### src/rtl/uart_tx_buf.sv
// UART transmitter with a one-word holding buffer and 16x-oversampled serialiser.
// Optional even-parity bit between data and stop when TX_PARITY_EN is defined.
module uart_tx_buf #(
  parameter int DBIT    = 8,
  parameter int SB_TICK = 16
) (
  input  logic            clk,
  input  logic            reset,
  input  logic            s_tick,
  input  logic            wr,
  input  logic [DBIT-1:0] din,
  output logic            tx,
  output logic            tx_full,
  output logic            tx_busy,
  output logic            tx_done_tick
);

  localparam int TMAX = (SB_TICK > 16) ? SB_TICK : 16;
  localparam int TW   = $clog2(TMAX);
  localparam int NW   = (DBIT > 1) ? $clog2(DBIT) : 1;

  typedef enum logic [2:0] {
    ST_IDLE,
    ST_START,
    ST_DATA,
    ST_PARITY,
    ST_STOP
  } state_t;

  state_t          state_q;
  logic [TW-1:0]   s_q;
  logic [NW-1:0]   n_q;
  logic [DBIT-1:0] shift_q;
  logic [DBIT-1:0] hold_q;
  logic            full_q;
  logic            tx_q;
  logic            busy_q;
  logic            done_q;
`ifdef TX_PARITY_EN
  logic            par_q;
`endif

  logic wr_accept;
  assign wr_accept = wr && !full_q;

  // tx/busy/done are computed for the state being entered, so outputs are plain flops.
  always_ff @(posedge clk or posedge reset) begin
    if (reset) begin
      state_q <= ST_IDLE;
      s_q     <= '0;
      n_q     <= '0;
      shift_q <= '0;
      hold_q  <= '0;
      full_q  <= 1'b0;
      tx_q    <= 1'b1;
      busy_q  <= 1'b0;
      done_q  <= 1'b0;
`ifdef TX_PARITY_EN
      par_q   <= 1'b0;
`endif
    end else begin
      done_q <= 1'b0;
      if (wr_accept) begin
        hold_q <= din;
        full_q <= 1'b1;
      end
      case (state_q)
        ST_IDLE: begin
          if (full_q) begin
            shift_q <= hold_q;
            full_q  <= 1'b0;
            s_q     <= '0;
            tx_q    <= 1'b0;
            busy_q  <= 1'b1;
            state_q <= ST_START;
`ifdef TX_PARITY_EN
            par_q   <= ^hold_q;
`endif
          end
        end
        ST_START: begin
          if (s_tick) begin
            if (s_q == TW'(15)) begin
              s_q     <= '0;
              n_q     <= '0;
              tx_q    <= shift_q[0];
              state_q <= ST_DATA;
            end else begin
              s_q <= s_q + TW'(1);
            end
          end
        end
        ST_DATA: begin
          if (s_tick) begin
            if (s_q == TW'(15)) begin
              s_q     <= '0;
              shift_q <= shift_q >> 1;
              if (n_q == NW'(DBIT - 1)) begin
`ifdef TX_PARITY_EN
                tx_q    <= par_q;
                state_q <= ST_PARITY;
`else
                tx_q    <= 1'b1;
                state_q <= ST_STOP;
`endif
              end else begin
                n_q  <= n_q + NW'(1);
                tx_q <= shift_q[1];
              end
            end else begin
              s_q <= s_q + TW'(1);
            end
          end
        end
`ifdef TX_PARITY_EN
        ST_PARITY: begin
          if (s_tick) begin
            if (s_q == TW'(15)) begin
              s_q     <= '0;
              tx_q    <= 1'b1;
              state_q <= ST_STOP;
            end else begin
              s_q <= s_q + TW'(1);
            end
          end
        end
`endif
        ST_STOP: begin
          if (s_tick) begin
            if (s_q == TW'(SB_TICK - 1)) begin
              s_q     <= '0;
              done_q  <= 1'b1;
              busy_q  <= 1'b0;
              state_q <= ST_IDLE;
            end else begin
              s_q <= s_q + TW'(1);
            end
          end
        end
        default: begin
          tx_q    <= 1'b1;
          busy_q  <= 1'b0;
          state_q <= ST_IDLE;
        end
      endcase
    end
  end

  assign tx           = tx_q;
  assign tx_full      = full_q;
  assign tx_busy      = busy_q;
  assign tx_done_tick = done_q;

endmodule
### config.mk
export PLATFORM = sky130hd
export DESIGN_NAME = uart_tx_buf
export DESIGN_NICKNAME = d
export VERILOG_FILES = /design/src/rtl/uart_tx_buf.sv
export SDC_FILE = /design/constraint.sdc
export NUM_CORES = 1
export LEC_CHECK = 0
export ABC_AREA = 1
export CORE_MARGIN = 1.5
export CORE_UTILIZATION = 60
export CTS_CLUSTER_DIAMETER = 60
export DETAILED_ROUTE_END_ITERATION = 10
export PLACE_DENSITY_LB_ADDON = 0.12
export SKIP_LAST_GASP = 1
export SLEW_MARGIN = 20
export SYNTH_ARGS = -nofsm -noshare
export SYNTH_HDL_FRONTEND = slang
export SYNTH_SLANG_ARGS = --single-unit
### constraint.sdc
create_clock -name clk -period 2.1 [get_ports clk]
set_input_delay 0.21 -clock clk [delete_from_list [all_inputs] [get_ports clk]]
set_output_delay 0.21 -clock clk [all_outputs]
set_load 0.02 [all_outputs]
Word-level counts from Yosys, hierarchy flattened
Cells that the tools add are included.
{"block": "classes", "n_eq_ne": 15, "n_addsub": 2, "muxes": 38, "bitwise_logic": 2, "reduce_logical": 14}
{"op": "$mux 3", "n": 11}
{"op": "$mux 8", "n": 3}
{"op": "$ne 2x2->1 const B", "n": 9}
{"op": "$pmux 8 s2", "n": 1}
{"op": "$mux 1", "n": 15}
{"op": "$mux 4", "n": 3}
{"op": "$pmux 3 s4", "n": 1}
{"op": "$reduce_and 6->1", "n": 2}
{"op": "$pmux 4 s2", "n": 1}
{"op": "$reduce_and 4->1", "n": 2}
{"op": "$reduce_and 8->1", "n": 1}
{"op": "$eq 3x3->1 const B", "n": 2}
{"op": "$pmux 3 s2", "n": 1}
{"op": "$reduce_bool 2->1", "n": 3}
{"op": "$add 4x1->4 const B", "n": 1}
{"op": "$eq 4x4->1 const B", "n": 1}
{"op": "$pmux 1 s4", "n": 1}
{"op": "$add 3x1->3 const B", "n": 1}
{"op": "$eq 3x1->1 const B", "n": 1}
{"op": "$eq 3x2->1 const B", "n": 1}
{"op": "$logic_not 3->1", "n": 1}
{"op": "$pmux 1 s3", "n": 1}
{"op": "$reduce_and 3->1", "n": 1}
{"op": "$reduce_or 3->1", "n": 1}
{"op": "5 further kinds", "n": 6}
{"block": "totals", "out_inout_bits": 4, "register_bits": 30, "wordCells": 80}

Longest topological paths before layout
Gate-level depths: netlist of the first run.
{"block": "depth", "ltp_word": 5, "mapped_depth": 8}

Worst setup path before layout of the first run
Ideal clock, no wire load.
{"block": "synth_path", "kind": "register to register", "startpoint": "register s_q[0]", "endpoint": "register shift_q[1]", "slack_ps": 719, "arrival_time_ps": 1255, "setup_time_ps": 126, "t_required_ps": 1974, "n_path_buf": 1, "period_less_slack_ps": 1381, "stages_incl_launch_ff": 9, "path_cell_list": "dfrtp_1 > ha_1 > nand3_2 > clkinv_2 > nand2_1 > a21oi_4 > buf_6 > nand2_1 > o21ai_0"}
{"block": "synth_via", "elab_chain_cells": 3}
{"item": "start, declared", "line_no": "31", "rtl": "logic [TW-1:0] s_q;"}
{"item": "start signal, assigned", "line_no": "89", "rtl": "s_q <= s_q + TW'(1);"}
{"item": "start signal, assigned", "line_no": "111", "rtl": "s_q <= s_q + TW'(1);"}
{"item": "start signal, assigned", "line_no": "136", "rtl": "s_q <= s_q + TW'(1);"}
{"item": "$eq 4x4->1", "line_no": "95", "rtl": "if (s_q == TW'(15)) begin"}
{"item": "$ne 2x2->1 (no line)"}
{"item": "$reduce_and 4->1 (no line)"}
{"item": "end signal, assigned", "line_no": "70", "rtl": "shift_q <= hold_q;"}
{"item": "end signal, assigned", "line_no": "97", "rtl": "shift_q <= shift_q >> 1;"}
{"item": "end, declared", "line_no": "33", "rtl": "logic [DBIT-1:0] shift_q;"}
Every way passes these cells.
A chain may end at the register's enable or synchronous reset.

Worst setup path in the final report of the first run
{"block": "layout_path", "startpoint": "register state_q[2]", "endpoint": "register n_q[2]"}
{"block": "layout_via", "elab_chain_cells": 3, "elab_cells_between_ends": 10}
{"item": "start, declared", "line_no": "30", "rtl": "state_t state_q;"}
{"item": "start signal, assigned", "line_no": "49", "rtl": "state_q <= ST_IDLE;"}
{"item": "start signal, assigned", "line_no": "75", "rtl": "state_q <= ST_START;"}
{"item": "start signal, assigned", "line_no": "87", "rtl": "state_q <= ST_DATA;"}
{"item": "$eq 3x2->1 or $eq 3x1->1 (tied branches)", "line_no": "67", "rtl": "case (state_q)"}
{"item": "$ne 2x2->1 (no line) or $reduce_bool 2->1 (tied branches)"}
{"item": "$reduce_and 6->1 (no line)"}
{"item": "end signal, assigned", "line_no": "107", "rtl": "n_q <= n_q + NW'(1);"}
{"item": "end, declared", "line_no": "32", "rtl": "logic [NW-1:0] n_q;"}
Parallel ways exist; a longest one is shown, timed or not.

==> metrics.txt, run 1 <==
Synth Area in Compound Gates 0.0667; final setup margin about 320 ps; CORE AREA 2500 um^2; Pre-antenna DRT Iters 4; sequential area share after synthesis 0.472; Mapped Area 1590 um^2; area share of fa/ha/maj cells after synthesis 0.0235; synthesis-stage register bit count 30; Worst Hold Class input port to async pin; global-route wire length before repair around 5000 um; Min Clock Period, post-route around 1800 ps; Final setup viols 0; CTS sink count 30; Die W approximately 55 um; post_cts resized 0; Post-Syn Instances 191; PortBufs 15; Root Buffer clkbuf_4; H-tree depth 2; Crit. Startpoint state_q[2]; CP Class register to register; PwrDens ~1400 nW/um^2; Antenna diodes 0; WL/cell approximately 13 um; worst path arrival time 2020 ps; RePlAce Congestion approximately 0.84; Most Used Layer, Global Route met2; mux cell area share after synthesis 0.0565; M3 GR Usage 0.0874; crit share post-route 0.846; DP Wirelength around 2300 um; Detailed Route Iter0 Violations 28; die area around 3000 um^2; worst-margin pin slew ~420 ps; worst-path fanout max 23; Post-CTS Setup Repair Bufs 0; Hold Slack between 200 and 250 ps; vias post-DR between 1000 and 1500; Bufs on Longest Clock Path 2; Critical Path End Type register; CTS Buf Count 5; area share of the largest cell type after synthesis 0.455; VDD IR-drop max 0.992 mV; Synthesis Warnings 0; worst skew pair latency roughly 340 ps; # IOs 16; unrepaired setup endpoints after global routing no; layout cells sized above 1 0.156; dpl ws approximately 360 ps; largest net degree at the start of global routing 31; Netlist cell types 24; Synth area leaders dfrtp_1 (46%), nand2_1 (14%), mux2_2 (5.7%), inv_1 (5.4%), nand3_2 (3.8%); Initial Utilization 0.638; post-synth net total ~210; Fill cells around 190; initial antenna violation count 0; row count 18; ANT nets after route 0; Max Clock Skew around 6.2 ps; MaxCap Viol Count 0; DRC 0; Synth-to-Final Area Change 13.7%; Worst EP required around 2300 ps; FMAX roughly 0.56 GHz; global route total overflow 0; Post-Synth Simple-Gate Area 0.301; aggregate global-route resource usage 0.254; Hold-fix buffers, CTS 0; P_leak 0.967 nW; XOR/XNOR Fraction of Synth Area 0.00549; flop2flop setup slack roughly 320 ps; startpoint class of the critical path register; post-synth top area cell dfrtp_1; Final Hold Viols 0; CTS tree done; syn avg cell area between 8 and 9 um^2; final wirelength a little over 3000 um; GR Layer Usage met2 0.454; outcome complete, no violations; max_slew headroom 0.721; Final nets around 230; final slew viol count 0; met1 GRT Util 0.274; vias per cell between 5 and 6; FF-to-FF Start state_q[2]; clock-pin slew on the worst setup and hold paths 100 ps; TNS Setup 0 ps; vias in the first global route around 1300; Die Ht ~55 um; main combinational cell family by area after synthesis simple AND/OR/NAND/NOR gates
==> cells in the final DEF (no fill, tap or decap), drive strengths merged <==
cell type	netlist	layout
nand2	64	64
dfrtp	29	29
inv	24	24
o21ai	17	17
nand3	17	17
clkdlybuf4s50	0	15
nor2	14	14
mux2	8	8
nand4	6	6
clkbuf	0	5
clkinv	1	3
ha	3	3
a21oi	2	2
nand3b	1	1
xor2	1	1
buf	3	1
dfstp	1	1
==> routing by layer <==
layer  part of all wire  routed length, um
met1               0.43               1330
met2               0.50               1560
met3              0.046                144
met4              0.020                 63
met5                  0                  0
==> where the power goes <==
group | switching (mW) | internal [mW]
Clock | 0.204 | 0.120
Combinational | 0.755 | 0.456
Sequential | 0.153 | 0.808
==> logic make-up after synthesis <==
family                     count (synthesis)
adders and majority gates                  3
muxes                                      8
AOI/OAI and AO/OA                         19
buffers and inverters                     28
DFF                                       30
xor gates and xnor gates                   1
and+or+nand+nor                          102
==> critical path: stages (launching register included) <==
cell     delay, ps
dfrtp_1        470
nor2_2         200
nand2_2        290
o21ai_1        370
nand3_1        190
nand2_1        100
nand2_1         50
==> flip-flops by register name (all words and copies together), names as in the netlist <==
name / flops
hold_q: 8
shift_q: 8
s_q: 4
n_q: 3
state_q: 3
tx: 1
tx_busy: 1
tx_done_tick: 1
tx_full: 1
==> stage by stage <==
stage	util	cell area, um^2	power (mW)	cells
final	0.725	1810	2.50	241
after global routing	0.725	1810	2.70	241
after floorplan	-	1590	1.91	191
after detailed placement	0.706	1770	2.17	234
after CTS	0.725	1810	2.51	241
after global placement	0.706	1770	2.10	234
==> synth_stat cells, drive strengths merged <==
library cell,count
xor2,1
nand4,6
nor2,14
clkinv,1
o21ai,17
dfstp,1
a21oi,2
buf,3
ha,3
nand3,17
dfrtp,29
nand3b,1
nand2,64
inv,24
mux2,8
==> final timing paths <==
path	endpoint	cells past startpoint
max in group asynchronous	tx	3
min in group clk	hold_q[0]	2
setup / recovery	n_q[2]	6
hold reg to reg	tx	2
hold / removal	s_q[0]	3
setup reg to reg	n_q[2]	6
==> cell type report <==
type                            count  area [um^2]  share of cell area
Clock buffer                        5         37.5              0.0207
Clock inverter                      2         10.0             0.00552
Inverter                           25         95.1              0.0524
Multi-Input combinational cell    133          723               0.399
Sequential cell                    30          752               0.415
Tap cell                           30         37.5              0.0207
Timing Repair Buffer               16          158              0.0870
Note: power is estimated with default switching activity, not from simulation.
==> inputs of run 2 (changes only) <==
--- a/config.mk
+++ b/config.mk
@@ -7,7 +7,7 @@
 export LEC_CHECK = 0
 export ABC_AREA = 1
 export CORE_MARGIN = 1.5
-export CORE_UTILIZATION = 60
+export CORE_UTILIZATION = 56
 export CTS_CLUSTER_DIAMETER = 60
 export DETAILED_ROUTE_END_ITERATION = 10
 export PLACE_DENSITY_LB_ADDON = 0.12
==> constraint.sdc (replaced) <==
create_clock -name clk -period 1.65 [get_ports clk]
set_input_delay 0.165 -clock clk [delete_from_list [all_inputs] [get_ports clk]]
set_output_delay 0.165 -clock clk [all_outputs]
set_load 0.02 [all_outputs]
==> metrics.txt, run 2 (synthesis gave the netlist of run 1 again) <==
outcome complete, no violations (unchanged); Antenna diodes 0 (unchanged); CTS tree done (unchanged); startpoint class of the critical path register (unchanged); Initial Utilization 0.583 (was 0.638); Fill cells 232 (was 188); largest net degree at the start of global routing 31 (unchanged); global route total overflow 0 (unchanged); RePlAce Congestion 0.843 (was 0.839); vias in the first global route 1266 (was 1256); die area 3180 um^2 (was 2980 um^2); Die Ht 56.4 um (was 54.5 um); Final Cell Area 1860 um^2 (was 1810 um^2); initial antenna violation count 0 (unchanged); row count 19 (was 18); flop2flop setup slack 110 ps (was 320 ps); CP Class register to register (unchanged); layout cells sized above 1 0.181 (was 0.156); Die W 56.4 um (was 54.5 um); CORE AREA 2730 um^2 (was 2500 um^2); vias post-DR 1311 (was 1302); DP Wirelength 2170 um (was 2250 um); Critical Path End Type register (unchanged); unrepaired setup endpoints after global routing yes (was no); Min Clock Period, post-route 1540 ps (was 1780 ps); crit path buf inv count 1 (was 0); DRC 0 (unchanged); Power Total 3.26 mW (was 2.50 mW); Cell Chain, Critical Path ha_1, nand3_2, clkinv_2, nand2_2, a21oi_2, nand2_1, o21ai_0 (was nor2_2, nand2_2, o21ai_1, nand3_1, nand2_1, nand2_1); DP Cell Count 237 (was 234); PortBufs 15 (unchanged); Worst Hold Class input port to async pin (unchanged); WL/cell 12.5 um (was 12.9 um); Final Hold Viols 0 (unchanged); VDD IR-drop max 1.30 mV (was 0.992 mV); H-tree depth 2 (unchanged); crit share post-route 0.935 (was 0.846); MaxCap Viol Count 0 (unchanged); CTS sink count 30 (unchanged); CP max stage cell dfrtp_1 (unchanged); max_slew headroom 0.737 (was 0.721); FMAX 0.648 GHz (was 0.563 GHz); dpl cell area 1780 um^2 (was 1770 um^2); # IOs 16 (unchanged); aggregate global-route resource usage 0.224 (was 0.254); worst path arrival time 1810 ps (was 2020 ps); ANT nets after route 0 (unchanged); Top delay family on crit path flip-flops (was simple AND/OR/NAND/NOR gates); P_leak 0.997 nW (was 0.967 nW); Hold-fix buffers, CTS 0 (unchanged); final slew viol count 0 (unchanged); most common cell after layout, fill and taps aside nand2_1 (unchanged); Bufs on Longest Clock Path 2 (unchanged); worst-path fanout max 6 (was 23); final std cells w/o fill 246 (was 241); Max Clock Skew 7.40 ps (was 6.23 ps); Detailed Route Iter0 Violations 41 (was 28); Final nets 229 (was 226); Pre-antenna DRT Iters 4 (unchanged); biggest regs hold_q: 8 flops, shift_q: 8 flops, s_q: 4 flops (unchanged); multi-input logic area 737 um^2 (was 723 um^2); Synth-to-Final Area Change 16.6% (was 13.7%); PwrDens 1760 nW/um^2 (was 1380 nW/um^2); vias per cell 5.33 (was 5.40); r2r endpoint shift_q[1] (was n_q[2]); global-route wire length before repair 5460 um (was 5130 um); CP max stage delay 430 ps (was 470 ps); Root Buffer clkbuf_4 (unchanged); clock-pin slew on the worst setup and hold paths 100 ps (about the same); Post-CTS Setup Repair Bufs 0 (unchanged); worst-margin pin slew 394 ps (was 416 ps); FF-to-FF Start s_q[1] (was state_q[2]); Hold Slack 192 ps (was 247 ps); Sequential Area 753 um^2 (was 752 um^2); CTS Buf Count 5 (unchanged); most frequent cells in the layout nand2_1 (58), dfrtp_1 (28), inv_1 (23) (was nand2_1 (60), dfrtp_1 (29), inv_1 (23)); final wirelength 3090 um (was 3100 um); Worst EP required 1920 ps (was 2340 ps); worst skew pair latency 340 ps (about the same); R2R depth 7 (was 6); Final setup viols 0 (unchanged)
==> run 2: cell types whose count changed in the layout (fill, tap and decap cells not counted) <==
cell             delta
buf_4               +2
clkbuf_1            +1
nand2_1             -2
nand2_2             +2
dfrtp_1             -1
dfrtp_2             +1
clkbuf_8            +1
clkinv_2            -1
clkdlybuf4s50_1     -1
a21oi_2             +1
dlymetal6s2s_1      +1
==> run 2: worst max path at each step <==
| stage | from | cells after the start | to | slack [ps] |
|---|---|---|---|---|
| after CTS | tx | 1 | tx | 3 |
| final | s_q[1] | 7 | shift_q[1] | 110 |
| after global routing | state_q[0] | 7 | s_q[0] | -2 |
| after global placement | state_q[0] | 7 | s_q[0] | 180 |
| after detailed placement | s_q[0] | 6 | shift_q[3] | 50 |
| after floorplan | s_q[0] | 8 | shift_q[1] | 270 |
==> run 2: where the power goes <==
group | internal, mW | switching, mW | total, mW
logic | 0.620 | 0.955 | 1.58
clock network | 0.206 | 0.255 | 0.461
registers | 1.03 | 0.197 | 1.23
==> run 2: metrics by stage <==
step	setup slack (ps)	util	setup TNS (ps)
final	108	0.680	0
after global routing	-2.35	0.680	-2.35
after CTS	3.01	0.674	0
after detailed placement	47.0	0.652	0
after global placement	184	0.652	0
after floorplan	269	-	0
==> run 2: cell type report <==
| class | instances | share of cell area |
|---|---|---|
| clock buffers | 7 | 0.0296 |
| clock inverters | 1 | 0.00269 |
| inverters | 25 | 0.0511 |
| multi-input cells | 134 | 0.396 |
| flip-flops and latches | 30 | 0.405 |
| well taps | 31 | 0.0209 |
| repair buffers | 18 | 0.0942 |
==> run 2: worst min-delay path: cells and delay by family <==
family / cells / cell delay (ps)
buf+inv: 3 / 780
==> run 2: what timing repair did <==
item	4_1_cts	5_1_grt
endpoints found under the setup margin	0	12
hold endpoints to repair	0	0
resized for setup	0	4
==> run 2: per-layer routing <==
layer | GRT usage | up-vias | wire, um
met2 | 0.375 | 26 | 1510
li1 | - | 659 | -
met1 | 0.264 | 618 | 1370
met4 | 0.0952 | 0 | 55
met5 | 0 | - | 0
met3 | 0.0737 | 8 | 147
